--- config.mk ---
export PLATFORM = sky130hd
export DESIGN_NAME = battle_fsm_flat
export DESIGN_NICKNAME = d
export VERILOG_FILES = /design/src/rtl/battle_pkg.sv /design/src/rtl/battle_fsm_if.sv /design/src/rtl/battle_fsm_hp_counter.sv /design/src/rtl/battle_fsm.sv /design/src/flat_wrapper.sv
export SDC_FILE = /design/constraint.sdc
export NUM_CORES = 1
export LEC_CHECK = 0
export ABC_AREA = 1
export BUFFER_PORTS_ARGS = -buffer_cell sky130_fd_sc_hd__buf_2
export CAP_MARGIN = 20
export CORE_UTILIZATION = 25
export CTS_CLUSTER_DIAMETER = 50
export DETAILED_ROUTE_END_ITERATION = 8
export SLEW_MARGIN = 20
export SYNTH_ARGS = -nofsm -noshare
export SYNTH_HDL_FRONTEND = slang
export SYNTH_SLANG_ARGS = --single-unit
--- constraint.sdc ---
create_clock -name clk -period 2.5 [get_ports clk]
set_clock_uncertainty 0.1 [all_clocks]
set_input_delay 0 -clock clk [delete_from_list [all_inputs] [get_ports clk]]
set_output_delay 0 -clock clk [all_outputs]
set_load 0.02 [all_outputs]
--- src/rtl/battle_pkg.sv ---
// Shared types and widths for the battle controller, enemy attack block and HUD.
// Holds the phase encoding consumed downstream and a saturating subtract helper.
package battle_pkg;

    localparam int HP_W   = 8;
    localparam int TURN_W = 4;

    typedef enum logic [3:0] {
        ST_IDLE       = 4'b0000,
        ST_MENU       = 4'b0001,
        ST_PLAYER_ATK = 4'b0100,
        ST_ENEMY_ATK  = 4'b1000,
        ST_WIN        = 4'b1100,
        ST_LOSE       = 4'b1110
    } battle_state_t;

    // One extra bit catches the borrow; any borrow clamps the result to zero.
    function automatic logic [HP_W-1:0] sat_sub(input logic [HP_W-1:0] a,
                                                input logic [HP_W-1:0] b);
        logic [HP_W:0] diff;
        diff = {1'b0, a} - {1'b0, b};
        return diff[HP_W] ? '0 : diff[HP_W-1:0];
    endfunction

endpackage

--- src/rtl/battle_fsm_if.sv ---
// Event pulses into and phase/HP status out of the battle controller.
// The slave modport is the controller; the master modport is whoever drives the game events.
interface battle_fsm_if;
    import battle_pkg::*;

    logic              start_in;
    logic              select_in;
    logic              attack_done_in;
    logic [5:0]        attack_dmg_in;
    logic              enemy_finished_in;
    logic              damage_in;
    logic [3:0]        state_out;
    logic [TURN_W-1:0] turn_out;
    logic [HP_W-1:0]   player_hp_out;
    logic [HP_W-1:0]   enemy_hp_out;
    logic              invuln_out;

    modport master (
        output start_in, select_in, attack_done_in, attack_dmg_in,
               enemy_finished_in, damage_in,
        input  state_out, turn_out, player_hp_out, enemy_hp_out, invuln_out
    );

    modport slave (
        input  start_in, select_in, attack_done_in, attack_dmg_in,
               enemy_finished_in, damage_in,
        output state_out, turn_out, player_hp_out, enemy_hp_out, invuln_out
    );

endinterface

--- src/rtl/battle_fsm_hp_counter.sv ---
// hp_counter: saturating HP down-counter with reload, zero-hit flag and an optional
// invulnerability timer that blocks further hits for TIMER_CYCLES cycles after one lands.
module hp_counter
    import battle_pkg::*;
#(
    parameter logic [HP_W-1:0] INIT         = 8'd20,
    parameter bit              TIMER_EN     = 1'b0,
    parameter int              TIMER_CYCLES = 1
) (
    input  logic            clk,
    input  logic            rst,
    input  logic            load,
    input  logic            sub_req,
    input  logic [HP_W-1:0] sub_amt,
    input  logic            timer_clear,
    output logic [HP_W-1:0] value,
    output logic            hit_zero,
    output logic            invuln
);

    logic            blocked;
    logic            accept;
    logic [HP_W-1:0] sub_result;

    assign sub_result = sat_sub(value, sub_amt);
    assign accept     = sub_req && !blocked;
    assign hit_zero   = accept && (sub_result == '0);

    // NOTE: registers use non-blocking assignments so every flop samples pre-edge values.
    always_ff @(posedge clk) begin
        if (rst || load) begin
            value <= INIT;
        end else if (accept) begin
            value <= sub_result;
        end
    end

    generate
        if (TIMER_EN) begin : g_timer
            localparam int TW = (TIMER_CYCLES > 1) ? $clog2(TIMER_CYCLES) : 1;
            localparam logic [TW-1:0] RELOAD = TW'(TIMER_CYCLES - 1);

            logic [TW-1:0] count;

            assign blocked = (count != '0);

            // Clearing beats a same-cycle hit: leaving the phase always drops the window.
            always_ff @(posedge clk) begin
                if (rst || timer_clear) begin
                    count  <= '0;
                    invuln <= 1'b0;
                end else if (accept) begin
                    count  <= RELOAD;
                    invuln <= 1'b1;
                end else begin
                    count  <= blocked ? count - TW'(1) : count;
                    invuln <= blocked;
                end
            end
        end else begin : g_no_timer
            logic unused_timer;
            assign unused_timer = timer_clear;
            assign blocked      = 1'b0;
            assign invuln       = 1'b0;
        end
    endgenerate

endmodule

--- src/rtl/battle_fsm.sv ---
// battle_fsm: battle phase sequencer (menu / player attack / enemy attack / win / lose).
// Optional feature macro BATTLE_INVULN_EN enables the player invulnerability window.
module battle_fsm
    import battle_pkg::*;
#(
    parameter int PLAYER_HP_INIT = 20,
    parameter int ENEMY_HP_INIT  = 30,
    parameter int DAMAGE_PER_HIT = 3,
    parameter int NUM_PATTERNS   = 4,
    parameter int INVULN_CYCLES  = 32500000
) (
    input logic          clk,
    input logic          rst,
    battle_fsm_if.slave  bus
);

`ifdef BATTLE_INVULN_EN
    localparam bit PLAYER_TIMER_EN = 1'b1;
`else
    localparam bit PLAYER_TIMER_EN = 1'b0;
`endif

    localparam logic [TURN_W-1:0] LAST_TURN = TURN_W'(NUM_PATTERNS - 1);

    battle_state_t     state_r;
    logic [TURN_W-1:0] turn_r;
    logic [TURN_W-1:0] turn_next;

    logic start_ok;
    logic player_sub;
    logic enemy_sub;
    logic player_zero;
    logic enemy_zero;
    logic player_timer_clear;
    logic enemy_invuln_unused;

    assign start_ok   = bus.start_in && (state_r inside {ST_IDLE, ST_WIN, ST_LOSE});
    assign player_sub = bus.damage_in && (state_r == ST_ENEMY_ATK);
    assign enemy_sub  = bus.attack_done_in && (state_r == ST_PLAYER_ATK);
    assign turn_next  = (turn_r == LAST_TURN) ? '0 : turn_r + TURN_W'(1);

    // The window only runs inside ENEMY_ATK and is dropped on the way out.
    assign player_timer_clear = (state_r != ST_ENEMY_ATK) || player_zero || bus.enemy_finished_in;

    hp_counter #(
        .INIT         (HP_W'(PLAYER_HP_INIT)),
        .TIMER_EN     (PLAYER_TIMER_EN),
        .TIMER_CYCLES (INVULN_CYCLES)
    ) u_player_hp (
        .clk         (clk),
        .rst         (rst),
        .load        (start_ok),
        .sub_req     (player_sub),
        .sub_amt     (HP_W'(DAMAGE_PER_HIT)),
        .timer_clear (player_timer_clear),
        .value       (bus.player_hp_out),
        .hit_zero    (player_zero),
        .invuln      (bus.invuln_out)
    );

    hp_counter #(
        .INIT         (HP_W'(ENEMY_HP_INIT)),
        .TIMER_EN     (1'b0),
        .TIMER_CYCLES (1)
    ) u_enemy_hp (
        .clk         (clk),
        .rst         (rst),
        .load        (start_ok),
        .sub_req     (enemy_sub),
        .sub_amt     (HP_W'(bus.attack_dmg_in)),
        .timer_clear (1'b1),
        .value       (bus.enemy_hp_out),
        .hit_zero    (enemy_zero),
        .invuln      (enemy_invuln_unused)
    );

    always_ff @(posedge clk) begin
        if (rst) begin
            state_r <= ST_IDLE;
            turn_r  <= '0;
        end else begin
            unique case (state_r)
                ST_IDLE, ST_WIN, ST_LOSE: begin
                    if (bus.start_in) begin
                        state_r <= ST_MENU;
                        turn_r  <= '0;
                    end
                end
                ST_MENU: begin
                    if (bus.select_in) state_r <= ST_PLAYER_ATK;
                end
                ST_PLAYER_ATK: begin
                    if (bus.attack_done_in) state_r <= enemy_zero ? ST_WIN : ST_ENEMY_ATK;
                end
                ST_ENEMY_ATK: begin
                    // A lethal hit wins over a same-cycle finish and freezes the turn.
                    if (player_zero) begin
                        state_r <= ST_LOSE;
                    end else if (bus.enemy_finished_in) begin
                        state_r <= ST_MENU;
                        turn_r  <= turn_next;
                    end
                end
                default: state_r <= ST_IDLE;
            endcase
        end
    end

    assign bus.state_out = state_r;
    assign bus.turn_out  = turn_r;

endmodule

--- src/flat_wrapper.sv ---
// flat-port wrapper written by rule: the top's interface ports become plain ports
module battle_fsm_flat import battle_pkg::*;
#(
    parameter int PLAYER_HP_INIT = 20,
    parameter int ENEMY_HP_INIT  = 30,
    parameter int DAMAGE_PER_HIT = 3,
    parameter int NUM_PATTERNS   = 4,
    parameter int INVULN_CYCLES  = 32500000
)
  (clk, rst, bus_start_in, bus_select_in, bus_attack_done_in, bus_attack_dmg_in, bus_enemy_finished_in, bus_damage_in, bus_state_out, bus_turn_out, bus_player_hp_out, bus_enemy_hp_out, bus_invuln_out);
  battle_fsm_if bus_i ();
  input logic clk;
  input logic rst;
  input wire logic [$bits(bus_i.start_in)-1:0] bus_start_in;
  input wire logic [$bits(bus_i.select_in)-1:0] bus_select_in;
  input wire logic [$bits(bus_i.attack_done_in)-1:0] bus_attack_done_in;
  input wire logic [$bits(bus_i.attack_dmg_in)-1:0] bus_attack_dmg_in;
  input wire logic [$bits(bus_i.enemy_finished_in)-1:0] bus_enemy_finished_in;
  input wire logic [$bits(bus_i.damage_in)-1:0] bus_damage_in;
  output wire logic [$bits(bus_i.state_out)-1:0] bus_state_out;
  output wire logic [$bits(bus_i.turn_out)-1:0] bus_turn_out;
  output wire logic [$bits(bus_i.player_hp_out)-1:0] bus_player_hp_out;
  output wire logic [$bits(bus_i.enemy_hp_out)-1:0] bus_enemy_hp_out;
  output wire logic [$bits(bus_i.invuln_out)-1:0] bus_invuln_out;
  assign bus_i.start_in = bus_start_in;
  assign bus_i.select_in = bus_select_in;
  assign bus_i.attack_done_in = bus_attack_done_in;
  assign bus_i.attack_dmg_in = bus_attack_dmg_in;
  assign bus_i.enemy_finished_in = bus_enemy_finished_in;
  assign bus_i.damage_in = bus_damage_in;
  assign bus_state_out = bus_i.state_out;
  assign bus_turn_out = bus_i.turn_out;
  assign bus_player_hp_out = bus_i.player_hp_out;
  assign bus_enemy_hp_out = bus_i.enemy_hp_out;
  assign bus_invuln_out = bus_i.invuln_out;
  battle_fsm #(.PLAYER_HP_INIT(PLAYER_HP_INIT), .ENEMY_HP_INIT(ENEMY_HP_INIT), .DAMAGE_PER_HIT(DAMAGE_PER_HIT), .NUM_PATTERNS(NUM_PATTERNS), .INVULN_CYCLES(INVULN_CYCLES)) u_core (.clk(clk), .rst(rst), .bus(bus_i));
endmodule
==> results.yml <==
run_status:
  outcome: "completed"
critical_path:
  cp-start-kind: "register"
  critPathCaptureType: "register"
  required_ns: 2.60
  r2r-start: "u_core.u_enemy_hp.value[0]"
  rr_worst_depth: 15
  timing.rr.end: "u_core.bus.state_out[2]"
  arrival_ns: 2.27
  worstPathMaxFanout: 8
  r2r_setup_slack_ns: 0.33
  crit_type: "reg -> reg"
synthesis:
  synth_nets: 291
  ys_ff_latch: 24
  ys.flop_type: "dfxtp_1"
  syn_inst: 268
  yosysTopAreaCellShare_pct: 27.83
  syn-cell-area_sq_mm: 0.001727
  synth_cell_types: 29
  synthArstFlopShare_pct: 0
  yosysSeqAreaShare_pct: 27.83
  synth-edff-count: 0
  yosys_warnings: 0
  yosysTopAreaCell: "dfxtp_1"
  synthTopCellsByArea: "dfxtp_1, nand2_1, inv_1"
  synth_area_per_cell_sq_um: 6.443
detailed_routing:
  postRouteAntennaNets: 0
  wl_per_cell_um: 9.914
  m1WireLength_um: 1953
  firstDrtPassIters: 4
  route.met2.wl_um: 1681
  dr.first_iter.drc_count: 106
  dr_wl_met3_um: 146
  drt-total-wl_um: 3817
  via_count: 1692
  viasPerCell: 4.395
  routed.top_layer: "met4"
  drc: 0
timing:
  hold_violations: 0
  drv_slew: 0
  layout_min_cycle_time_ns: 2.173
  setup_viol: 0
  setup_tns_ns: 0
  min_period_over_period_pct: 86.92
  fmaxAchievable_mhz: 460.2
  rsz0062_at_grt: "false"
  setup_ws_ns: 0.3271
die:
  num_io_pins: 38
  die_area_sq_mm: 0.007243
  core_area_sq_mm: 0.006495
  row_count: 29
  die_x_um: 85.11
  start_util_pct: 26.58
  die_h_um: 85.11
min_path:
  hold_path.class: "in -> reg"
  hold_depth: 4
  min_to: "u_core.u_enemy_hp.value[5]"
  min_from: "bus_attack_done_in"
grt:
  grt_max_degree: 13
  grt_pass1_vias: 1553
  grt_usage_pct: 11.19
  antenna_found_initial: 0
  overflow: 0
  grt_pass1_wl_um: 6720
final_layout:
  drive_above_1_share_pct: 21.75
  antennaDiodeCount: 0
  fin_util_pct: 31.77
  final_nets: 333
  finalInstanceArea_sq_mm: 0.002063
  fillers: 713
  area_growth_pct: 19.49
run:
  cap_violations: 0
clocking:
  insertion_delay_ns: 0.26
  clk_pin_slew_ns: 0.08
  cts.sinks: 24
  numCtsBuffers: 3
  cts.path.max_buffers: 2
  cts_max_level: 1
  post_cts_buffers: 0
  clockRootBuffer: "clkbuf_8"
  tritoncts: "built"
placement:
  hpwl_um: 3116
  placed_area_sq_mm: 0.001992
  io_buffers: 36
  gp_congestion: 0.8518
  pre_cts_slack_ns: 0.3356
power:
  p_total_mw: 1.291
  power.density_mw_per_mm2: 625.9
  vdd_drop_max_uv: 372.9
  p_leak_nw: 1.041
[through the flow]
stage	hold WS, ns	instances
CTS	0.03056	385
detailed placement	0.1343	379
global placement	0.1386	379
floorplan	-0.03093	268
global route	0.06152	385
finish	0.03734	385
[kinds of logic after synthesis]
kind of cell	after synthesis	share of synthesized area, %
buffers and inverters	50	11.16
AO/OA/AOI/OAI	42	12.90
adder cells (fa/ha/maj)	10	7.681
AND/OR/NAND/NOR	137	38.19
other	1	0.2172
XOR/XNOR	4	2.029
flip-flops	24	27.83
[worst max-delay path by stage]
stage	start	end	slack (ns)	cells past startpoint
5_1_grt	u_core.u_enemy_hp.value[0]	u_core.bus.state_out[2]	0.09	15
3_5_place_dp	u_core.u_enemy_hp.value[0]	u_core.bus.state_out[2]	0.34	15
3_3_place_gp	u_core.u_enemy_hp.value[0]	u_core.bus.state_out[2]	0.45	15
4_1_cts	u_core.u_enemy_hp.value[0]	u_core.bus.state_out[2]	0.31	15
6_report	u_core.u_enemy_hp.value[0]	u_core.bus.state_out[2]	0.33	15
2_1_floorplan	u_core.u_enemy_hp.value[0]	u_core.bus.state_out[2]	0.46	15
[worst max-delay path: stages (launching register included)]
cell,delay (ns)
dfxtp_1,0.31
inv_1,0.09
ha_1,0.15
inv_1,0.05
fa_1,0.39
nand3_1,0.11
nand2_1,0.10
nand2_1,0.07
nand2_1,0.16
nand3_1,0.14
nand2_1,0.05
nor2_1,0.08
nand3_1,0.09
nand2_1,0.06
nand2_1,0.05
a21oi_1,0.10
[cells in the final DEF, fill, tap and decap left out, types with 5 or more instances in the layout]
cell and instances:
nand2_1 63, nor2_4 5, nand3_1 26, ha_1 9, nand2_4 5, nor2_1 22
inv_2 7, o21ai_0 10, a21oi_1 24, inv_1 40, buf_2 36, nand2_2 6
dfxtp_1 24
[flip-flops by register name (all words and copies together), names as in the netlist]
register / count
u_core.bus.state_out: 4
u_core.bus.turn_out: 4
u_core.u_enemy_hp.value: 8
u_core.u_player_hp.value: 8
[layout make-up]
class                   count  area, sq um  share of cell area (%)
clock buffers               3        41.29                   2.001
inverters                  48        181.4                   8.793
multi-input cells         194         1054                   51.06
flip-flops and latches     24        480.5                   23.29
well taps                  77        96.34                   4.669
repair buffers             39        210.2                   10.19
[cell usage after synthesis, drive strengths merged, types with 2 or more instances]
cell and count:
o21ai 13, nor3 2, nand2 74, dfxtp 24, nand3 26, a21oi 24, a211oi 2, inv 47
xor2 4, ha 9, or2 2, nand4 2, nor2 30
[timing repair]
item                                   CTS  global route
endpoints found under the hold margin    7             0
hold buffers                             3             0
gates resized for setup                  0             0
[routing by layer]
layer	GRT usage, %	vias to the layer above
li1	-	929
met1	15.01	732
met2	18.48	27
met3	2.043	4
met4	2.928	0
met5	0	-
[power by group]
part           internal [mW]  leakage [nW]  switching [mW]
logic                  0.205         0.824           0.375
clock network          0.108        0.0216           0.118
registers              0.432         0.195          0.0547
total                  0.744          1.04           0.548
Note: power is estimated with default switching activity, not from simulation.
